==> src/rtl/nms_controller.sv <==
// Non-maximum suppression over a 3-row, 14-pixel gradient window.
// Each new row restarts a 12-cycle scan of the centre row's interior pixels.
module nms_controller (
  input  logic                 clk,
  input  logic                 n_rst,
  input  logic                 anchor_moving,
  input  logic [13:0][1:0]     gradient_angle,
  input  logic [13:0][7:0]     gradient_mag,
  output logic [11:0][7:0]     nms_grad_angle,
  output logic [11:0][7:0]     nms_out,
  output logic                 nms_final
);

  localparam logic [0:0] IDLE = 1'b0;
  localparam logic [0:0] PROC = 1'b1;

  logic [0:0]          state;
  logic [3:0]          col;
  logic [13:0][7:0]    top_mag, mid_mag, bot_mag;
  logic [13:0][1:0]    top_ang, mid_ang, bot_ang;

  logic [3:0]          j;
  logic [7:0]          cen_mag, n1, n2, result;
  logic [1:0]          cen_ang;

  function automatic logic [7:0] suppress(input logic [7:0] m,
                                          input logic [7:0] a,
                                          input logic [7:0] b);
    return (m >= a && m >= b) ? m : 8'd0;
  endfunction

  // Output index col maps to window column col+1; neighbours follow the gradient direction.
  always_comb begin
    j       = col + 4'd1;
    cen_mag = mid_mag[j];
    cen_ang = mid_ang[j];
    n1      = 8'd0;
    n2      = 8'd0;
    case (cen_ang)
      2'd0: begin n1 = mid_mag[j - 4'd1]; n2 = mid_mag[j + 4'd1]; end
      2'd1: begin n1 = top_mag[j + 4'd1]; n2 = bot_mag[j - 4'd1]; end
      2'd2: begin n1 = top_mag[j];        n2 = bot_mag[j];        end
      default: begin n1 = top_mag[j - 4'd1]; n2 = bot_mag[j + 4'd1]; end
    endcase
    result = suppress(cen_mag, n1, n2);
  end

  always_ff @(posedge clk) begin
    if (!n_rst) begin
      state          <= IDLE;
      col            <= 4'd0;
      nms_final      <= 1'b0;
      nms_out        <= '0;
      nms_grad_angle <= '0;
      top_mag        <= '0;
      mid_mag        <= '0;
      bot_mag        <= '0;
      top_ang        <= '0;
      mid_ang        <= '0;
      bot_ang        <= '0;
    end else begin
      nms_final <= 1'b0;
      if (state == PROC) begin
        nms_out[col]        <= result;
        nms_grad_angle[col] <= {6'b0, cen_ang};
        if (col == 4'd11) begin
          nms_final <= 1'b1;
          state     <= IDLE;
        end else begin
          col <= col + 4'd1;
        end
      end
      // A strobe always wins over the scan bookkeeping above, even on the last column.
      if (anchor_moving) begin
        top_mag <= mid_mag;
        mid_mag <= bot_mag;
        bot_mag <= gradient_mag;
        top_ang <= mid_ang;
        mid_ang <= bot_ang;
        bot_ang <= gradient_angle;
        col     <= 4'd0;
        state   <= PROC;
      end
    end
  end

endmodule

==> config.mk <==
export PLATFORM = sky130hd
export DESIGN_NAME = nms_controller
export DESIGN_NICKNAME = d
export VERILOG_FILES = /design/src/rtl/nms_controller.sv
export SDC_FILE = /design/constraint.sdc
export NUM_CORES = 1
export LEC_CHECK = 0
export BUFFER_PORTS_ARGS = -buffer_cell sky130_fd_sc_hd__buf_2
export CAP_MARGIN = 15
export CORE_ASPECT_RATIO = 1.75
export CORE_MARGIN = 2
export CORE_UTILIZATION = 35
export CTS_CLUSTER_DIAMETER = 120
export DETAILED_ROUTE_END_ITERATION = 10
export PLACE_DENSITY = 0.57
export SETUP_SLACK_MARGIN = 0.4
export SLEW_MARGIN = 15
export SYNTH_ARGS = -nofsm -noshare
export SYNTH_HDL_FRONTEND = slang
export SYNTH_SLANG_ARGS = --single-unit
==> constraint.sdc <==
create_clock -name clk -period 7.3 [get_ports clk]
set_input_delay 0.73 -clock clk [delete_from_list [all_inputs] [get_ports clk]]
set_output_delay 0.73 -clock clk [all_outputs]
set_load 0.005 [all_outputs]
==> metrics.txt, run 1 <==
# TYPE chip_impl_metric gauge
chip_impl_info{name="clock-root-buffer",value="sky130_fd_sc_hd__clkbuf_16"} 1
chip_impl_metric{name="first_global_vias",unit=""} 21235
chip_impl_metric{name="maximum_capacitance_violations",unit=""} 0
chip_impl_metric{name="power.share.sequential",unit="%"} 45.8
chip_impl_metric{name="finish.utilization",unit="%"} 39.5
chip_impl_metric{name="antenna_violations_before_repair",unit=""} 1
chip_impl_metric{name="fp.dieArea",unit="um2"} 83800
chip_impl_metric{name="fin_worst_skew",unit="ns"} 0.0324
chip_impl_metric{name="track_usage",unit="%"} 23.2
chip_impl_metric{name="reg2reg_depth",unit=""} 19
chip_impl_info{name="final_cell_mix",value="578 x sky130_fd_sc_hd__nor2_1, 517 x sky130_fd_sc_hd__dfxtp_1, 491 x sky130_fd_sc_hd__mux2i_1"} 1
chip_impl_metric{name="highest_net_fanout_along_the_worst_path",unit=""} 101
chip_impl_metric{name="fillers",unit=""} 8011
chip_impl_metric{name="number_of_search_and_repair_iterations_in_the_first_detailed_routing_pass",unit=""} 5
chip_impl_metric{name="critical_path.max_stage_delay",unit="ns"} 0.76
chip_impl_metric{name="drive_above_1_share",unit="%"} 20.9
chip_impl_metric{name="netlist-cell-type-count",unit=""} 68
chip_impl_info{name="cts_tree",value="built"} 1
chip_impl_metric{name="share_clk_of_total_power",unit="%"} 43.0
chip_impl_metric{name="timing.final.ws_setup",unit="ns"} 0.861
chip_impl_info{name="critical_path_class",value="reg -> reg"} 1
chip_impl_metric{name="power.switching_fraction",unit="%"} 27.0
chip_impl_metric{name="synthesis.area",unit="um2"} 28500
chip_impl_metric{name="post_cts_hold_buffer_count",unit=""} 0
chip_impl_metric{name="path_clk_slew",unit="ns"} 0.07
chip_impl_metric{name="cp_num_cells",unit=""} 19
chip_impl_metric{name="die_y",unit="um"} 381
chip_impl_metric{name="netSwitchingPower",unit="mW"} 1.80
chip_impl_metric{name="cts_resized",unit=""} 0
chip_impl_metric{name="place.port_buffers",unit=""} 263
chip_impl_metric{name="hold_viol_final",unit=""} 0
chip_impl_metric{name="leak",unit="nW"} 13.0
chip_impl_metric{name="cell_internal_pwr",unit="mW"} 4.87
chip_impl_info{name="rsz0062_at_grt",value="no"} 1
chip_impl_metric{name="grt_first_pass_wirelength",unit="um"} 145000
chip_impl_metric{name="remaining_drc_errors",unit=""} 0
chip_impl_metric{name="layout_worst_path_cycle_share",unit="%"} 88.2
chip_impl_metric{name="worst_skew_pair.late_latency",unit="ns"} 0.64
chip_impl_metric{name="antenna-diode-count",unit=""} 0
chip_impl_metric{name="wl_per_cell",unit="um"} 24.5
chip_impl_metric{name="core",unit="um2"} 80800
chip_impl_metric{name="htree_levels",unit=""} 2
chip_impl_metric{name="design.final.nets",unit=""} 3104
chip_impl_metric{name="antenna_violating_nets_post_route",unit=""} 0
chip_impl_metric{name="worst-endpoint-arrival",unit="ns"} 7.00
chip_impl_metric{name="power_density_relative_to_cell_area",unit="nW/um2"} 209
chip_impl_metric{name="dpl-instance-area",unit="um2"} 30100
chip_impl_metric{name="worstMarginPinSlew",unit="ns"} 1.10
chip_impl_metric{name="drt-initial-drc-count",unit=""} 1753
chip_impl_metric{name="finalWorstPathRequiredPeriod",unit="ns"} 6.44
chip_impl_metric{name="synthArstFlopShare",unit="%"} 0
chip_impl_info{name="layout_commonest_cell",value="sky130_fd_sc_hd__nor2_1"} 1
chip_impl_metric{name="grt.overflow.total",unit=""} 0
chip_impl_metric{name="num_io_pins",unit=""} 336
chip_impl_metric{name="synth_sequential_area_ratio",unit="%"} 36.4
chip_impl_metric{name="clk_sinks",unit=""} 518
chip_impl_metric{name="report.final.slew_viol_count",unit=""} 0
chip_impl_metric{name="syn-instance-count",unit=""} 2832
chip_impl_info{name="netlist_top_cells_area",value="sky130_fd_sc_hd__dfxtp_1 36%, sky130_fd_sc_hd__mux2i_1 17%, sky130_fd_sc_hd__mux4_2 15%"} 1
chip_impl_metric{name="gpl.final_weighted_congestion",unit=""} 0.955
chip_impl_metric{name="floorplan.rows",unit=""} 138
chip_impl_info{name="critical_path.cell_chain",value="inv_1 > ha_4 > buf_12 > nor2b_2 > buf_12 > a22oi_1 > nor2_1 > a211oi_1 > a31oi_1 > o21ai_0 > o22ai_1 > ha_1 > nand2b_1 > a21o_1 > a211oi_1 > o31ai_2 > nand3_1 > o21a_1 > nor2_1"} 1
chip_impl_metric{name="vias_per_cell",unit=""} 5.51
chip_impl_info{name="timing.hold.worst.class",value="in -> reg"} 1
chip_impl_info{name="end_kind",value="flop"} 1
chip_impl_metric{name="routed-via-count",unit=""} 22197
chip_impl_info{name="timing.critical_path.from_type",value="flop"} 1
chip_impl_metric{name="finalInstanceArea",unit="um2"} 31900
chip_impl_metric{name="vdd_ir_drop_max",unit="mV"} 0.200
chip_impl_info{name="synth.largest_area_cell",value="sky130_fd_sc_hd__dfxtp_1"} 1
chip_impl_metric{name="timing.critical_path.required",unit="ns"} 7.86
chip_impl_metric{name="detailedPlacementHpwl",unit="um"} 71000
chip_impl_metric{name="achievable-frequency",unit="GHz"} 0.155
chip_impl_info{name="commonest_register_cell_after_synthesis",value="sky130_fd_sc_hd__dfxtp_1"} 1
chip_impl_metric{name="combPwrFrac",unit="%"} 11.2
chip_impl_metric{name="finalSetupViolCount",unit=""} 0
chip_impl_metric{name="setup_tns",unit="ns"} 0
chip_impl_info{name="timing.critical_path.max_delay_family",value="compound AO/OA/AOI/OAI gates"} 1
chip_impl_metric{name="cts_setup_buffers",unit=""} 0
chip_impl_metric{name="initial_core_util",unit="%"} 35.3
chip_impl_metric{name="die_x",unit="um"} 220
chip_impl_metric{name="largest_net_degree_at_the_start_of_global_routing",unit=""} 195
chip_impl_metric{name="totalWireLength",unit="um"} 98800
chip_impl_metric{name="slew_headroom",unit="%"} 26.4
chip_impl_metric{name="synth.avg_cell_area",unit="um2"} 10.1
chip_impl_metric{name="synth_top_cell_area_share",unit="%"} 36.4
chip_impl_metric{name="area_growth",unit="%"} 11.9
chip_impl_info{name="outcome",value="finished clean"} 1
chip_impl_metric{name="setup.reg_to_reg.worst_slack",unit="ns"} 0.86
chip_impl_metric{name="yosysWarningCount",unit=""} 0
chip_impl_metric{name="yosys_register_bits",unit=""} 518
chip_impl_metric{name="synth_enable_flop_cells",unit=""} 0
chip_impl_metric{name="cts_max_path_buffers",unit=""} 3
chip_impl_metric{name="final_cell_count_no_fill",unit=""} 4031
chip_impl_metric{name="worst-path-buf-inv",unit=""} 3
chip_impl_metric{name="preCtsSetupSlack",unit="ns"} 0.980
chip_impl_info{name="crit_path_slowest_cell",value="sky130_fd_sc_hd__ha_4"} 1
chip_impl_metric{name="cts_buffers",unit=""} 52
chip_impl_metric{name="whs_path_depth",unit=""} 3
chip_impl_metric{name="dpl.cell_count",unit=""} 3936
[final cells by class]
| class | instances | area [um2] | area share (%) |
|---|---|---|---|
| clock buffer | 75 | 1560 | 4.89 |
| clock inverter | 20 | 234 | 0.734 |
| tap | 1050 | 1310 | 4.12 |
| sequential | 518 | 10400 | 32.5 |
| timing repair buffer | 303 | 1750 | 5.49 |
| multi-input combinational | 2045 | 16600 | 52.0 |
| inverter | 20 | 82.6 | 0.259 |
[synthesized netlist by cell type, drive strengths merged, types with 6 or more instances]
cell type / number
nand2b: 6
nand2: 155
nor3: 24
dfxtp: 518
a22oi: 18
o221ai: 12
a21oi: 62
o211ai: 10
a211oi: 7
o21a: 67
ha: 21
buf: 213
a21o: 6
inv: 20
o22ai: 19
nand4: 6
clkbuf: 107
nor2b: 8
mux4: 207
a221oi: 11
nand3: 53
a32oi: 10
mux2: 18
nor2: 579
o21ai: 66
and2: 33
mux2i: 493
a31oi: 21
[kinds of logic after synthesis]
logic type      Yosys count  synth area share (%)
fa+ha+maj                21                 0.922
mux                     718                  34.7
flops                   518                  36.4
xor+xnor                 11                 0.553
buf+inv                 340                  6.55
simple gates            876                  12.6
compound gates          347                  8.31
other cells               1                0.0132
[metrics by stage]
step | hold WS (ns) | total power [mW]
2_1_floorplan | 0.451 | 3.61
3_3_place_gp | 0.461 | 3.85
3_5_place_dp | 0.473 | 3.86
4_1_cts | 0.297 | 6.75
5_1_grt | 0.315 | 6.90
6_report | 0.322 | 6.66
[flip-flops by register name, summed over array words and instances, names as in the netlist]
register,cells
mid_mag,112
top_mag,112
nms_final,1
mid_ang,28
col,4
state,1
nms_grad_angle,24
bot_mag,112
bot_ang,28
nms_out,96
[worst min-delay path, cell delays in order]
cell and delay, ns:
sky130_fd_sc_hd__buf_2 0.07, sky130_fd_sc_hd__mux2i_1 0.05, sky130_fd_sc_hd__nor2_1 0.07
[final timing paths]
kind,startpoint,end
worst min register to register,nms_grad_angle[73],nms_grad_angle[73]
worst min-delay path,gradient_mag[93],bot_mag[93]
worst max-delay path,col[1],nms_out[20]
worst max register to register,col[1],nms_out[20]
[routing by layer]
metal	vias to the layer above	part of all wire [%]	track usage, %
met3	291	5.5	3.48
met1	10725	36	24.8
met4	2	9.9	19.6
met5	-	0.013	0
li1	10285	-	-
met2	894	49	40.0
[power groups by stage]
stage          registers, mW  clock network, mW  logic (mW)
4_1_cts                 3.05               2.95       0.747
2_1_floorplan           3.03                  0       0.581
3_3_place_gp            3.11                  0       0.736
5_1_grt                 3.06               3.04       0.804
3_5_place_dp            3.11                  0       0.744
6_report                3.05               2.87       0.749
Note: power is estimated with default switching activity, not from simulation.
==> run 2, diff against run 1 <==
CORE_MARGIN = unset   (was 2)
PLACE_DENSITY = 0.59   (was 0.57)
==> metrics.txt, run 2 (synthesized netlist as in run 1, its figures left out) <==
# TYPE chip_impl_metric gauge
chip_impl_metric{name="first_global_vias",unit=""} 21041
chip_impl_metric{name="timing.critical_path.required",unit="ns"} 7.88
chip_impl_metric{name="remaining_drc_errors",unit=""} 0
chip_impl_metric{name="antenna_violating_nets_post_route",unit=""} 0
chip_impl_info{name="globalRoute.busiestLayer",value="met2"} 1
chip_impl_metric{name="finalSetupViolCount",unit=""} 0
chip_impl_metric{name="initial_core_util",unit="%"} 35.3
chip_impl_metric{name="design.final.nets",unit=""} 3109
chip_impl_metric{name="grt.overflow.total",unit=""} 0
chip_impl_metric{name="detailedPlacementHpwl",unit="um"} 68700
chip_impl_metric{name="power_density_relative_to_cell_area",unit="nW/um2"} 209
chip_impl_metric{name="setup_tns",unit="ns"} 0
chip_impl_info{name="layout_commonest_cell",value="sky130_fd_sc_hd__nor2_1"} 1
chip_impl_metric{name="post_cts_hold_buffer_count",unit=""} 0
chip_impl_metric{name="track_usage",unit="%"} 23.3
chip_impl_metric{name="maximum_capacitance_violations",unit=""} 0
chip_impl_metric{name="die_y",unit="um"} 379
chip_impl_info{name="end_kind",value="flop"} 1
chip_impl_metric{name="antenna_violations_before_repair",unit=""} 2
chip_impl_info{name="outcome",value="finished clean"} 1
chip_impl_metric{name="drive_above_1_share",unit="%"} 21.1
chip_impl_metric{name="report.final.slew_viol_count",unit=""} 0
chip_impl_info{name="rsz0062_at_grt",value="no"} 1
chip_impl_metric{name="cts_resized",unit=""} 0
chip_impl_metric{name="path_clk_slew",unit="ns"} 0.07
chip_impl_metric{name="hold_viol_final",unit=""} 0
chip_impl_metric{name="htree_levels",unit=""} 2
chip_impl_metric{name="drt-initial-drc-count",unit=""} 1942
chip_impl_metric{name="slew_headroom",unit="%"} 18.8
chip_impl_metric{name="die_x",unit="um"} 218
chip_impl_metric{name="largest_net_degree_at_the_start_of_global_routing",unit=""} 198
chip_impl_info{name="final_cell_mix",value="578 x sky130_fd_sc_hd__nor2_1, 517 x sky130_fd_sc_hd__dfxtp_1, 491 x sky130_fd_sc_hd__mux2i_1"} 1
chip_impl_info{name="timing.hold.worst.class",value="in -> reg"} 1
chip_impl_metric{name="groute.layer.met3.usage",unit="%"} 3.39
chip_impl_metric{name="floorplan.rows",unit=""} 138
chip_impl_metric{name="finalWorstPathRequiredPeriod",unit="ns"} 6.11
chip_impl_metric{name="dpl.cell_count",unit=""} 3942
chip_impl_metric{name="preCtsSetupSlack",unit="ns"} 1.39
chip_impl_metric{name="place.port_buffers",unit=""} 263
chip_impl_metric{name="highest_net_fanout_along_the_worst_path",unit=""} 20
chip_impl_metric{name="gpl.final_weighted_congestion",unit=""} 0.992
chip_impl_metric{name="cts_max_path_buffers",unit=""} 3
chip_impl_metric{name="worst_skew_pair.late_latency",unit="ns"} 0.64
chip_impl_metric{name="worstMarginPinSlew",unit="ns"} 1.19
chip_impl_info{name="timing.critical_path.from_type",value="flop"} 1
chip_impl_metric{name="grt_first_pass_wirelength",unit="um"} 142000
chip_impl_metric{name="gr-usage-met1",unit="%"} 25.2
chip_impl_metric{name="number_of_search_and_repair_iterations_in_the_first_detailed_routing_pass",unit=""} 7
chip_impl_metric{name="timing.final.ws_setup",unit="ns"} 1.19
chip_impl_metric{name="vias_per_cell",unit=""} 5.58
chip_impl_metric{name="layout_worst_path_cycle_share",unit="%"} 83.8
chip_impl_metric{name="cts_buffers",unit=""} 51
chip_impl_info{name="critical_path_class",value="reg -> reg"} 1
chip_impl_metric{name="core",unit="um2"} 80800
chip_impl_metric{name="vdd_ir_drop_max",unit="mV"} 0.160
chip_impl_metric{name="clk_sinks",unit=""} 518
chip_impl_metric{name="leak",unit="nW"} 13.0
chip_impl_metric{name="area_growth",unit="%"} 12.0
chip_impl_metric{name="worst-endpoint-arrival",unit="ns"} 6.69
chip_impl_metric{name="final_cell_count_no_fill",unit=""} 4039
chip_impl_metric{name="fin_worst_skew",unit="ns"} 0.0310
chip_impl_info{name="cts_tree",value="built"} 1
chip_impl_metric{name="fp.dieArea",unit="um2"} 82600
chip_impl_metric{name="totalWireLength",unit="um"} 97700
chip_impl_info{name="reg.largest.list",value="bot_mag: 112 flops, mid_mag: 112 flops, top_mag: 112 flops"} 1
chip_impl_metric{name="routed-via-count",unit=""} 22555
chip_impl_metric{name="num_io_pins",unit=""} 336
chip_impl_metric{name="cts_setup_buffers",unit=""} 0
chip_impl_metric{name="grtUsageMet2",unit="%"} 41.3
chip_impl_metric{name="achievable-frequency",unit="GHz"} 0.164
chip_impl_metric{name="wl_per_cell",unit="um"} 24.2
chip_impl_info{name="clock-root-buffer",value="sky130_fd_sc_hd__clkbuf_16"} 1
## run 2: cell types whose count changed in the layout (fill, tap and decap cells not counted), moves of 2 or more
cell                       before  now
sky130_fd_sc_hd__buf_12        10    7
sky130_fd_sc_hd__buf_4         30   39
sky130_fd_sc_hd__clkbuf_8      15   17
sky130_fd_sc_hd__clkinv_2       9    6
sky130_fd_sc_hd__clkinv_4       2    5
## run 2: per-layer routing
metal  vias to the layer above  wire length (um)
met1                     10959             34700
met3                       289              6160
li1                      10297                 -
met2                      1010             49100
met5                         -                 0
met4                         0              7760
## run 2: final timing paths
| check | start | endpoint | slack [ns] | cells after the start |
|---|---|---|---|---|
| setup reg to reg | col[1] | nms_out[92] | 1.19 | 17 |
| hold reg to reg | nms_grad_angle[73] | nms_grad_angle[73] | 0.48 | 2 |
| setup / recovery | col[1] | nms_out[92] | 1.19 | 17 |
| hold / removal | gradient_mag[4] | bot_mag[4] | 0.32 | 3 |
## run 2: area by class of cell
cell class                      count  area [um2]
Clock inverter                     21         250
Inverter                           20        82.6
Timing Repair Buffer              309        1760
Clock buffer                       75        1560
Antenna cell                        1        2.50
Multi-Input combinational cell   2045       16600
Tap cell                         1050        1310
Fill cell                        7937       48900
Sequential cell                   518       10400
## run 2: through the flow
step                      instance area, um2  power, mW  util, %  hold slack [ns]
after global placement                 30100       3.84     37.2            0.458
after floorplan                        28800       3.61        -            0.451
after CTS                              31900       6.72     39.5            0.306
final                                  31900       6.66     39.5            0.322
after global routing                   31900       6.90     39.5            0.320
after detailed placement               30100       3.85     37.2            0.467
## run 2: report_power, final
group | leakage, nW | total, mW | internal [mW] | switching (mW)
logic | 7.88 | 0.750 | 0.331 | 0.420
registers | 4.21 | 3.05 | 2.91 | 0.139
clock network | 0.887 | 2.86 | 1.63 | 1.23
total | 13.0 | 6.66 | 4.87 | 1.79
## run 2: worst max-delay path, stage by stage, from the launching register on
cell	delay [ns]
sky130_fd_sc_hd__dfxtp_1	0.69
sky130_fd_sc_hd__ha_1	0.74
sky130_fd_sc_hd__xnor2_2	0.36
sky130_fd_sc_hd__buf_4	0.30
sky130_fd_sc_hd__o31ai_4	0.25
sky130_fd_sc_hd__xnor2_2	0.14
sky130_fd_sc_hd__buf_4	0.29
sky130_fd_sc_hd__nor3_1	0.90
sky130_fd_sc_hd__a31oi_1	0.08
sky130_fd_sc_hd__o211ai_1	0.21
sky130_fd_sc_hd__o21ai_1	0.13
sky130_fd_sc_hd__ha_1	0.32
sky130_fd_sc_hd__nand4_1	0.09
sky130_fd_sc_hd__o31ai_1	0.29
sky130_fd_sc_hd__buf_4	0.23
sky130_fd_sc_hd__nand3_1	0.51
sky130_fd_sc_hd__o21ai_0	0.33
sky130_fd_sc_hd__and2_1	0.15
